$ cat config.mk
export PLATFORM = sky130hd
export DESIGN_NAME = trap_ctrl_flat
export DESIGN_NICKNAME = d
export VERILOG_FILES = /design/src/rtl/csr_pkg.sv /design/src/rtl/trap_ctrl_if.sv /design/src/rtl/trap_ctrl_vec_calc.sv /design/src/rtl/trap_ctrl.sv /design/src/flat_wrapper.sv
export SDC_FILE = /design/constraint.sdc
export NUM_CORES = 1
export LEC_CHECK = 0
export ABC_AREA = 1
export BUFFER_PORTS_ARGS = -buffer_cell sky130_fd_sc_hd__buf_2
export CORE_MARGIN = 2
export CORE_UTILIZATION = 55
export CTS_BUF_LIST = sky130_fd_sc_hd__clkbuf_4 sky130_fd_sc_hd__clkbuf_8
export CTS_CLUSTER_DIAMETER = 30
export CTS_CLUSTER_SIZE = 8
export DETAILED_ROUTE_END_ITERATION = 6
export GPL_TIMING_DRIVEN = 1
export PLACE_DENSITY = 0.86
export SLEW_MARGIN = 5
export SYNTH_ARGS = -nofsm -noshare
export SYNTH_HDL_FRONTEND = slang
export SYNTH_SLANG_ARGS = --single-unit
$ cat constraint.sdc
create_clock -name clk -period 4.3 [get_ports clk]
set_input_delay 0.86 -clock clk [delete_from_list [all_inputs] [get_ports clk]]
set_output_delay 0.86 -clock clk [all_outputs]
set_load 0.03 [all_outputs]
$ cat src/rtl/csr_pkg.sv
// Shared CSR definitions for the trap/return sequencer: machine-mode CSR
// addresses, mstatus bit positions and the sequencer state encoding.
package csr_pkg;

  localparam logic [11:0] CSR_MSTATUS = 12'h300;
  localparam logic [11:0] CSR_MTVEC   = 12'h305;
  localparam logic [11:0] CSR_MEPC    = 12'h341;
  localparam logic [11:0] CSR_MCAUSE  = 12'h342;

  localparam int unsigned MSTATUS_MIE  = 3;
  localparam int unsigned MSTATUS_MPIE = 7;

  // Explicit encodings keep the state values identical to the legacy design.
  typedef enum logic [2:0] {
    IDLE     = 3'd0,
    T_EPC    = 3'd1,
    T_CAUSE  = 3'd2,
    T_STATUS = 3'd3,
    T_TVEC   = 3'd4,
    M_STATUS = 3'd5,
    M_EPC    = 3'd6,
    REDIRECT = 3'd7
  } trap_state_t;

endpackage

$ cat src/rtl/trap_ctrl_if.sv
// Single CSR file port: the initiator drives write enable, address and write
// data; the CSR file returns combinational read data for the current address.
interface trap_ctrl_if;

  logic        csr_w;
  logic [11:0] csr;
  logic [31:0] wd;
  logic [31:0] rd;

  modport master (output csr_w, output csr, output wd, input rd);
  modport slave  (input csr_w, input csr, input wd, output rd);

endinterface

$ cat src/rtl/trap_ctrl_vec_calc.sv
// Trap target computation: mtvec base, plus 4*cause for interrupts when
// mtvec selects vectored mode and vectoring is enabled.
module trap_vec_calc
  import csr_pkg::*;
#(
  parameter bit VECTORED = 1'b1
) (
  input  logic [31:0] mtvec,
  input  logic        irq,
  input  logic [29:0] code,
  output logic [31:0] target
);

  logic [31:0] base;
  logic [31:0] offset;

  // Base is always 4-byte aligned; the addition wraps silently at 32 bits.
  always_comb begin
    base   = {mtvec[31:2], 2'b00};
    offset = '0;
    if (VECTORED && (mtvec[1:0] == 2'b01) && irq) begin
      offset = {code, 2'b00};
    end
    target = base + offset;
  end

endmodule

$ cat src/rtl/trap_ctrl.sv
// Trap/return sequencer. Owns the CSR port while busy: on an exception it
// saves mepc/mcause, updates mstatus and redirects to mtvec; on mret it
// restores mstatus and redirects to mepc. When idle the core's Zicsr access
// passes straight through.
module trap_ctrl
  import csr_pkg::*;
#(
  parameter logic [11:0] A_MSTATUS = CSR_MSTATUS,
  parameter logic [11:0] A_MTVEC   = CSR_MTVEC,
  parameter logic [11:0] A_MEPC    = CSR_MEPC,
  parameter logic [11:0] A_MCAUSE  = CSR_MCAUSE,
  parameter bit          VECTORED  = 1'b1
) (
  input  logic              clk,
  input  logic              rst,
  input  logic              exc_valid,
  input  logic [31:0]       exc_cause,
  input  logic [31:0]       exc_pc,
  input  logic              mret,
  input  logic              core_csr_w,
  input  logic [11:0]       core_csr,
  input  logic [31:0]       core_wd,
  trap_ctrl_if.master       bus,
  output logic              busy,
  output logic              redirect_valid,
  output logic [31:0]       redirect_pc
);

  trap_state_t state_q;
  logic [31:0] pc_q;
  logic [31:0] cause_q;
  logic [31:0] tgt_q;
  logic [31:0] vec_tgt;

  logic        csr_w_c;
  logic [11:0] csr_c;
  logic [31:0] wd_c;

  trap_vec_calc #(.VECTORED(VECTORED)) u_vec (
    .mtvec  (bus.rd),
    .irq    (cause_q[31]),
    .code   (cause_q[29:0]),
    .target (vec_tgt)
  );

  // CSR port mux: core pass-through in IDLE, sequencer accesses otherwise.
  always_comb begin
    csr_w_c = 1'b0;
    csr_c   = core_csr;
    wd_c    = core_wd;
    unique case (state_q)
      IDLE: csr_w_c = core_csr_w;
      T_EPC: begin
        csr_c   = A_MEPC;
        wd_c    = pc_q;
        csr_w_c = 1'b1;
      end
      T_CAUSE: begin
        csr_c   = A_MCAUSE;
        wd_c    = cause_q;
        csr_w_c = 1'b1;
      end
      T_STATUS: begin
        csr_c              = A_MSTATUS;
        wd_c               = bus.rd;
        wd_c[MSTATUS_MPIE] = bus.rd[MSTATUS_MIE];
        wd_c[MSTATUS_MIE]  = 1'b0;
        csr_w_c            = 1'b1;
      end
      T_TVEC: csr_c = A_MTVEC;
      M_STATUS: begin
        csr_c              = A_MSTATUS;
        wd_c               = bus.rd;
        wd_c[MSTATUS_MIE]  = bus.rd[MSTATUS_MPIE];
        wd_c[MSTATUS_MPIE] = 1'b1;
        csr_w_c            = 1'b1;
      end
      M_EPC: csr_c = A_MEPC;
      REDIRECT: csr_w_c = 1'b0;
      default: csr_w_c = 1'b0;
    endcase
    // Writes are gated during reset so an interrupted trap lands nothing more.
    if (rst) begin
      csr_w_c = 1'b0;
    end
  end

  assign bus.csr_w = csr_w_c;
  assign bus.csr   = csr_c;
  assign bus.wd    = wd_c;

  assign busy           = (state_q != IDLE) | exc_valid | mret;
  assign redirect_valid = (state_q == REDIRECT);
  assign redirect_pc    = tgt_q;

  // Sequencer state, latched trap context and redirect target.
  always_ff @(posedge clk) begin
    if (rst) begin
      state_q <= IDLE;
      pc_q    <= '0;
      cause_q <= '0;
      tgt_q   <= '0;
    end else begin
      unique case (state_q)
        IDLE: begin
          if (exc_valid) begin
            pc_q    <= exc_pc;
            cause_q <= exc_cause;
            state_q <= T_EPC;
          end else if (mret) begin
            state_q <= M_STATUS;
          end
        end
        T_EPC:    state_q <= T_CAUSE;
        T_CAUSE:  state_q <= T_STATUS;
        T_STATUS: state_q <= T_TVEC;
        T_TVEC: begin
          tgt_q   <= vec_tgt;
          state_q <= REDIRECT;
        end
        M_STATUS: state_q <= M_EPC;
        M_EPC: begin
          tgt_q   <= {bus.rd[31:2], 2'b00};
          state_q <= REDIRECT;
        end
        REDIRECT: state_q <= IDLE;
        default:  state_q <= IDLE;
      endcase
    end
  end

endmodule

$ cat src/flat_wrapper.sv
// flat-port wrapper written by rule: the top's interface ports become plain ports
module trap_ctrl_flat import csr_pkg::*;
#(
  parameter logic [11:0] A_MSTATUS = CSR_MSTATUS,
  parameter logic [11:0] A_MTVEC   = CSR_MTVEC,
  parameter logic [11:0] A_MEPC    = CSR_MEPC,
  parameter logic [11:0] A_MCAUSE  = CSR_MCAUSE,
  parameter bit          VECTORED  = 1'b1
)
  (clk, rst, exc_valid, exc_cause, exc_pc, mret, core_csr_w, core_csr, core_wd, busy, redirect_valid, redirect_pc, bus_csr_w, bus_csr, bus_wd, bus_rd);
  trap_ctrl_if bus_i ();
  input  logic clk;
  input  logic rst;
  input  logic exc_valid;
  input  logic [31:0] exc_cause;
  input  logic [31:0] exc_pc;
  input  logic mret;
  input  logic core_csr_w;
  input  logic [11:0] core_csr;
  input  logic [31:0] core_wd;
  output logic busy;
  output logic redirect_valid;
  output logic [31:0] redirect_pc;
  output wire logic [$bits(bus_i.csr_w)-1:0] bus_csr_w;
  output wire logic [$bits(bus_i.csr)-1:0] bus_csr;
  output wire logic [$bits(bus_i.wd)-1:0] bus_wd;
  input wire logic [$bits(bus_i.rd)-1:0] bus_rd;
  assign bus_csr_w = bus_i.csr_w;
  assign bus_csr = bus_i.csr;
  assign bus_wd = bus_i.wd;
  assign bus_i.rd = bus_rd;
  trap_ctrl #(.A_MSTATUS(A_MSTATUS), .A_MTVEC(A_MTVEC), .A_MEPC(A_MEPC), .A_MCAUSE(A_MCAUSE), .VECTORED(VECTORED)) u_core (.clk(clk), .rst(rst), .exc_valid(exc_valid), .exc_cause(exc_cause), .exc_pc(exc_pc), .mret(mret), .core_csr_w(core_csr_w), .core_csr(core_csr), .core_wd(core_wd), .bus(bus_i), .busy(busy), .redirect_valid(redirect_valid), .redirect_pc(redirect_pc));
endmodule
Word level (Yosys, flattened, before mapping):

Cells that the tools add are included.

* add/sub/neg operators: 1
* equal/unequal tests: 9
* multiplexer cells: 9
* bitwise logic cells: 2
* reduce and logical (&&, ||, !) cells: 9

Operators with widths (count)
* $pmux W32 S4: 1
* $pmux W32 S2: 1
* $pmux W12 S4: 1
* $add A32 B32 Y32: 1
* $mux W32: 1
* $pmux W3 S7: 1
* $eq A3 B3 Y1 const B: 4
* $eq A3 B2 Y1 const B: 2
* $mux W3: 2
* $reduce_or A2 Y1: 3
* $reduce_or A4 Y1: 1
* $eq A3 B1 Y1 const B: 1
* $logic_not A3 Y1: 1
* $ne A3 B3 Y1 const B: 1
* $reduce_bool A3 Y1: 1
* $eq A2 B1 Y1 const B: 1
* $or A1 B1 Y1: 2
* $pmux W1 S2: 1
* $reduce_and A2 Y1: 1
* $reduce_bool A2 Y1: 1
* $logic_and A1 B1 Y1: 1
* $mux W1: 1

* register bits after elaboration: 99
* input bits: 145
* output and inout bits: 79
* logic and storage cells: 34

Longest topological paths before layout:

* depth after elaboration: 5
* depth in mapped cells: 18
* mapped depth without buffers: 16

By module:

From an unflattened synthesis, not the netlist that was laid out.

* cells, all modules: 1431
* area total of the unflattened synthesis: 8501.9 um^2

Modules (own cells, without submodules)
* trap_ctrl: times used 1, cells each 921, area an instance 6009.5 um^2, seq. area each 1981.9 um^2
* trap_vec_calc: times used 1, cells each 510, area an instance 2492.4 um^2, seq. area each 0.0 um^2

Worst setup path after synthesis:

OpenSTA, ideal clock, no wires.

* path kind: input to register
* from: input port bus_rd[0]
* to: register u_core.tgt_q[27], in the netlist u_core.redirect_pc[27]
* setup time: 0.132 ns
* data arrival time: 2.697 ns
* data required time: 4.168 ns
* slack: 1.470 ns
* stages on the path: 16
* path buffers: 2
* cell sequence: nand2_1 > nor2_1 > inv_1 > clkbuf_1 > clkbuf_1 > nor2_1 > ha_1 > nand2_1 > nor2_2 > inv_1 > nor3_2 > nand2_1 > nand2_1 > nand2_1 > nand3_1 > a21oi_1

* word-level cells in the longest chain between the ends: 5

RTL lines
* start: declaration: RTL line flat_wrapper.sv:27 `input wire logic [$bits(bus_i.rd)-1:0] bus_rd;`
* $eq A2 B1 Y1: RTL line trap_ctrl_vec_calc.sv:21 `if (VECTORED && (mtvec[1:0] == 2'b01) && irq) begin`
* $logic_and A1 B1 Y1: RTL line trap_ctrl_vec_calc.sv:21
* $mux W32: RTL line trap_ctrl_vec_calc.sv:21
* $add A32 B32 Y32: RTL line trap_ctrl_vec_calc.sv:24 `target = base + offset;`
* $pmux W32 S2: RTL line trap_ctrl.sv:104 `unique case (state_q)`
* end signal: assignment: RTL line trap_ctrl.sv:118 `tgt_q <= vec_tgt;`
* end signal: assignment: RTL line trap_ctrl.sv:123 `tgt_q <= {bus.rd[31:2], 2'b00};`
* end: declaration: RTL line trap_ctrl.sv:32 `logic [31:0] tgt_q;`

No other way between the ends.
A chain may end at the register's enable or synchronous reset.

Worst setup path after layout:

* from: register u_core.state_q[2]
* to: output port bus_wd[9]

* word-level cells in the longest chain between the ends: 2
* elaborated cells on any way between the ends: 5
* classes of those cells: eq/ne (4); mux (1)

RTL lines
* start: declaration: RTL line trap_ctrl.sv:29 `trap_state_t state_q;`
* start signal: assignment: RTL line trap_ctrl.sv:99 `state_q <= IDLE;`
* start signal: assignment: RTL line trap_ctrl.sv:109 `state_q <= T_EPC;`
* start signal: assignment: RTL line trap_ctrl.sv:111 `state_q <= M_STATUS;`
* $eq A3 B3 Y1 (tied with other cells): RTL line trap_ctrl.sv:51 `unique case (state_q)`
* $pmux W32 S4 *: RTL line trap_ctrl.sv:51
* end: declaration: RTL line flat_wrapper.sv:26 `output wire logic [$bits(bus_i.wd)-1:0] bus_wd;`

Every way passes the cells marked *; elsewhere a longest branch is shown, timed or not.

==> results.sh <==
export IMPL_syn_cell_area_sq_um=6954
export IMPL_rsz0062_at_grt="false"
export IMPL_area_growth_pct=19.22
export IMPL_ios=224
export IMPL_finalPower_mw=2.658
export IMPL_synth_avg_cell_area_sq_um=6.215
export IMPL_grt_pass1_vias=7137
export IMPL_stdcell_area_sq_um=8290
export IMPL_start_kind="register"
export IMPL_core_sq_um=12470
export IMPL_grt_pass1_wl_um=35570
export IMPL_synthCells=1119
export IMPL_leakagePower_nw=4.254
export IMPL_synth_edf_count=0
export IMPL_hpwl_um=18420
export IMPL_hold_slack_ns=0.4631
export IMPL_overflow=0
export IMPL_required_ns=3.44
export IMPL_period_share_pct=82.13
export IMPL_dr_wl_met2_um=10920
export IMPL_max_slew_margin_rel_pct=24.69
export IMPL_clk_latency_ns=0.40
export IMPL_setup_violations_final=0
export IMPL_n_antenna_cell=0
export IMPL_initial_core_util_pct=55.79
export IMPL_cts_buffers=9
export IMPL_crit_chain="inv_2 > o21ai_2 > buf_12 > nand2_1 > o2111ai_1 > buf_2"
export IMPL_synth_top_cell_area_share_pct=27.92
export IMPL_slew_viol_final=0
export IMPL_ant_nets=0
export IMPL_clk_pin_slew_worst_paths_ns=0.11
export IMPL_nets=1489
export IMPL_critPathCaptureType="output pin"
export IMPL_fillerInstances=1218
export IMPL_drc=0
export IMPL_yosysSeqAreaShare_pct=27.92
export IMPL_path_max_fanout=19
export IMPL_yosys_warnings=0
export IMPL_clockBufferDepth=2
export IMPL_drive_above_1_share_pct=21.91
export IMPL_status="finished clean"
export IMPL_hold_path_class="register to register"
export IMPL_ys_top_cells_by_count="nand2_1, inv_1, a21oi_1, dfxtp_1, nor2_1"
export IMPL_cp_data_arrival_time_ns=2.67
export IMPL_antenna_found_initial=0
export IMPL_drt_iter0_drc=660
export IMPL_tightest_slew_ns=1.130
export IMPL_htree_levels=3
export IMPL_critical_path_class="register to output pin"
export IMPL_vdd_ir_drop_worst_mv=0.2264
export IMPL_cts_root_buf="clkbuf_8"
export IMPL_gp_congestion=0.9579
export IMPL_clock_sinks=97
export IMPL_die_h_um=116.4
export IMPL_grt_max_degree=127
export IMPL_met1_length_um=9618
export IMPL_die_w_um=116.4
export IMPL_routedWlPerCell_um=15.99
export IMPL_ys_ff_latch=97
export IMPL_tns_ns=0
export IMPL_grt_usage_pct=34.29
export IMPL_async_reset_ff_share_pct=0
export IMPL_min_period_ns=3.532
export IMPL_crit_slowest_cell="dfxtp_1"
export IMPL_cts_hold_buf=0
export IMPL_drt_wl_total_um=23840
export IMPL_slowest_delay_ns=0.70
export IMPL_top_layer="met4"
export IMPL_cts_tree="done"
export IMPL_fin_worst_skew_ns=0.01543
export IMPL_drtPass1Iterations=6
export IMPL_port_buffers=221
export IMPL_place_area_sq_um=8103
export IMPL_ys_types=40
export IMPL_cellPowerDensity_nw_per_um2=320.6
export IMPL_finalHoldViolations=0
export IMPL_postCtsSetupBuffers=0
export IMPL_synth_area_leader_cell="dfxtp_1"
export IMPL_rows=41
export IMPL_max_freq_mhz=283.1
export IMPL_yosys_top_cells_area="dfxtp_1, nand2_1, inv_1"
export IMPL_vias=8007
export IMPL_design_die_area_sq_um=13560
export IMPL_post_synth_top_count_cell="nand2_1"
export IMPL_cts_repair_resized=0
export IMPL_yosys_most_used_dff="dfxtp_1"
export IMPL_met3WireLength_um=2122
export IMPL_cap_violations=0
export IMPL_via_per_inst=5.370
[area by class of cell]
class | instances | area (sq um) | area share, %
multi-input cells | 779 | 4013 | 48.40
flip-flops and latches | 97 | 1942 | 23.42
repair buffers | 232 | 1201 | 14.49
inverters | 195 | 732.0 | 8.829
well taps | 172 | 215.2 | 2.596
clock buffers | 9 | 123.9 | 1.494
clock inverters | 7 | 63.81 | 0.7697
[flip-flops by register name, summed over array words and instances (netlist names)]
signal,count
u_core.state_q,3
u_core.redirect_pc,30
u_core.cause_q,32
u_core.pc_q,32
[per-layer routing]
| metal | up-vias | GRT usage, % |
|---|---|---|
| li1 | 3956 | - |
| met1 | 3568 | 42.24 |
| met2 | 405 | 56.71 |
| met3 | 78 | 6.591 |
| met4 | 0 | 18.41 |
| met5 | - | 0 |
[through the flow]
stage	utilization, %	instances	setup WS [ns]
after floorplan	-	1120	1.470
after global placement	65.00	1475	1.026
after detailed placement	65.00	1475	1.020
after CTS	66.51	1491	0.7885
after global routing	66.51	1491	0.6423
final	66.51	1491	0.7682
[cells by family after synthesis]
kind of cell             synth area share (%)
AND/OR/NAND/NOR                         29.94
buffers and inverters                   14.52
AO/OA/AOI/OAI                           20.67
flip-flops                              27.92
adder cells (fa/ha/maj)                 5.506
XOR/XNOR                                1.385
other                                 0.05392
[placed cells by master (no fill, tap or decap), types with 19 or more instances in the layout]
| cell type | netlist | routed |
|---|---|---|
| nand3_1 | 44 | 44 |
| inv_1 | 190 | 190 |
| ha_1 | 29 | 29 |
| o21ai_0 | 67 | 67 |
| nand2_1 | 330 | 330 |
| nor2_1 | 78 | 77 |
| a21oi_1 | 104 | 104 |
| dfxtp_1 | 97 | 97 |
| a22o_1 | 19 | 19 |
| o2111ai_1 | 31 | 31 |
| buf_2 | 17 | 221 |
[report_power, final]
group          switching (mW)  total, mW  leakage (nW)  internal, mW
registers              0.0531       1.05         0.796          1.00
clock network           0.378      0.600        0.0987         0.223
logic                   0.704       1.00          3.36         0.301
[worst max-delay path, delay by kind of cell (launching register included)]
| family | cells | cell delay, ns |
|---|---|---|
| flops | 1 | 0.70 |
| simple gates | 1 | 0.06 |
| compound gates | 2 | 0.81 |
| buf+inv | 3 | 0.70 |
[path summary, 6_finish.rpt]
check	start	end	slack (ns)	depth (start not counted)
max	u_core.state_q[2]	bus_wd[9]	0.77	6
min	u_core.pc_q[7]	u_core.pc_q[7]	0.46	2
max reg2reg	u_core.cause_q[31]	u_core.redirect_pc[29]	1.57	15
min reg2reg	u_core.pc_q[7]	u_core.pc_q[7]	0.46	2
No activity file was read; power rests on OpenSTA's default activity.
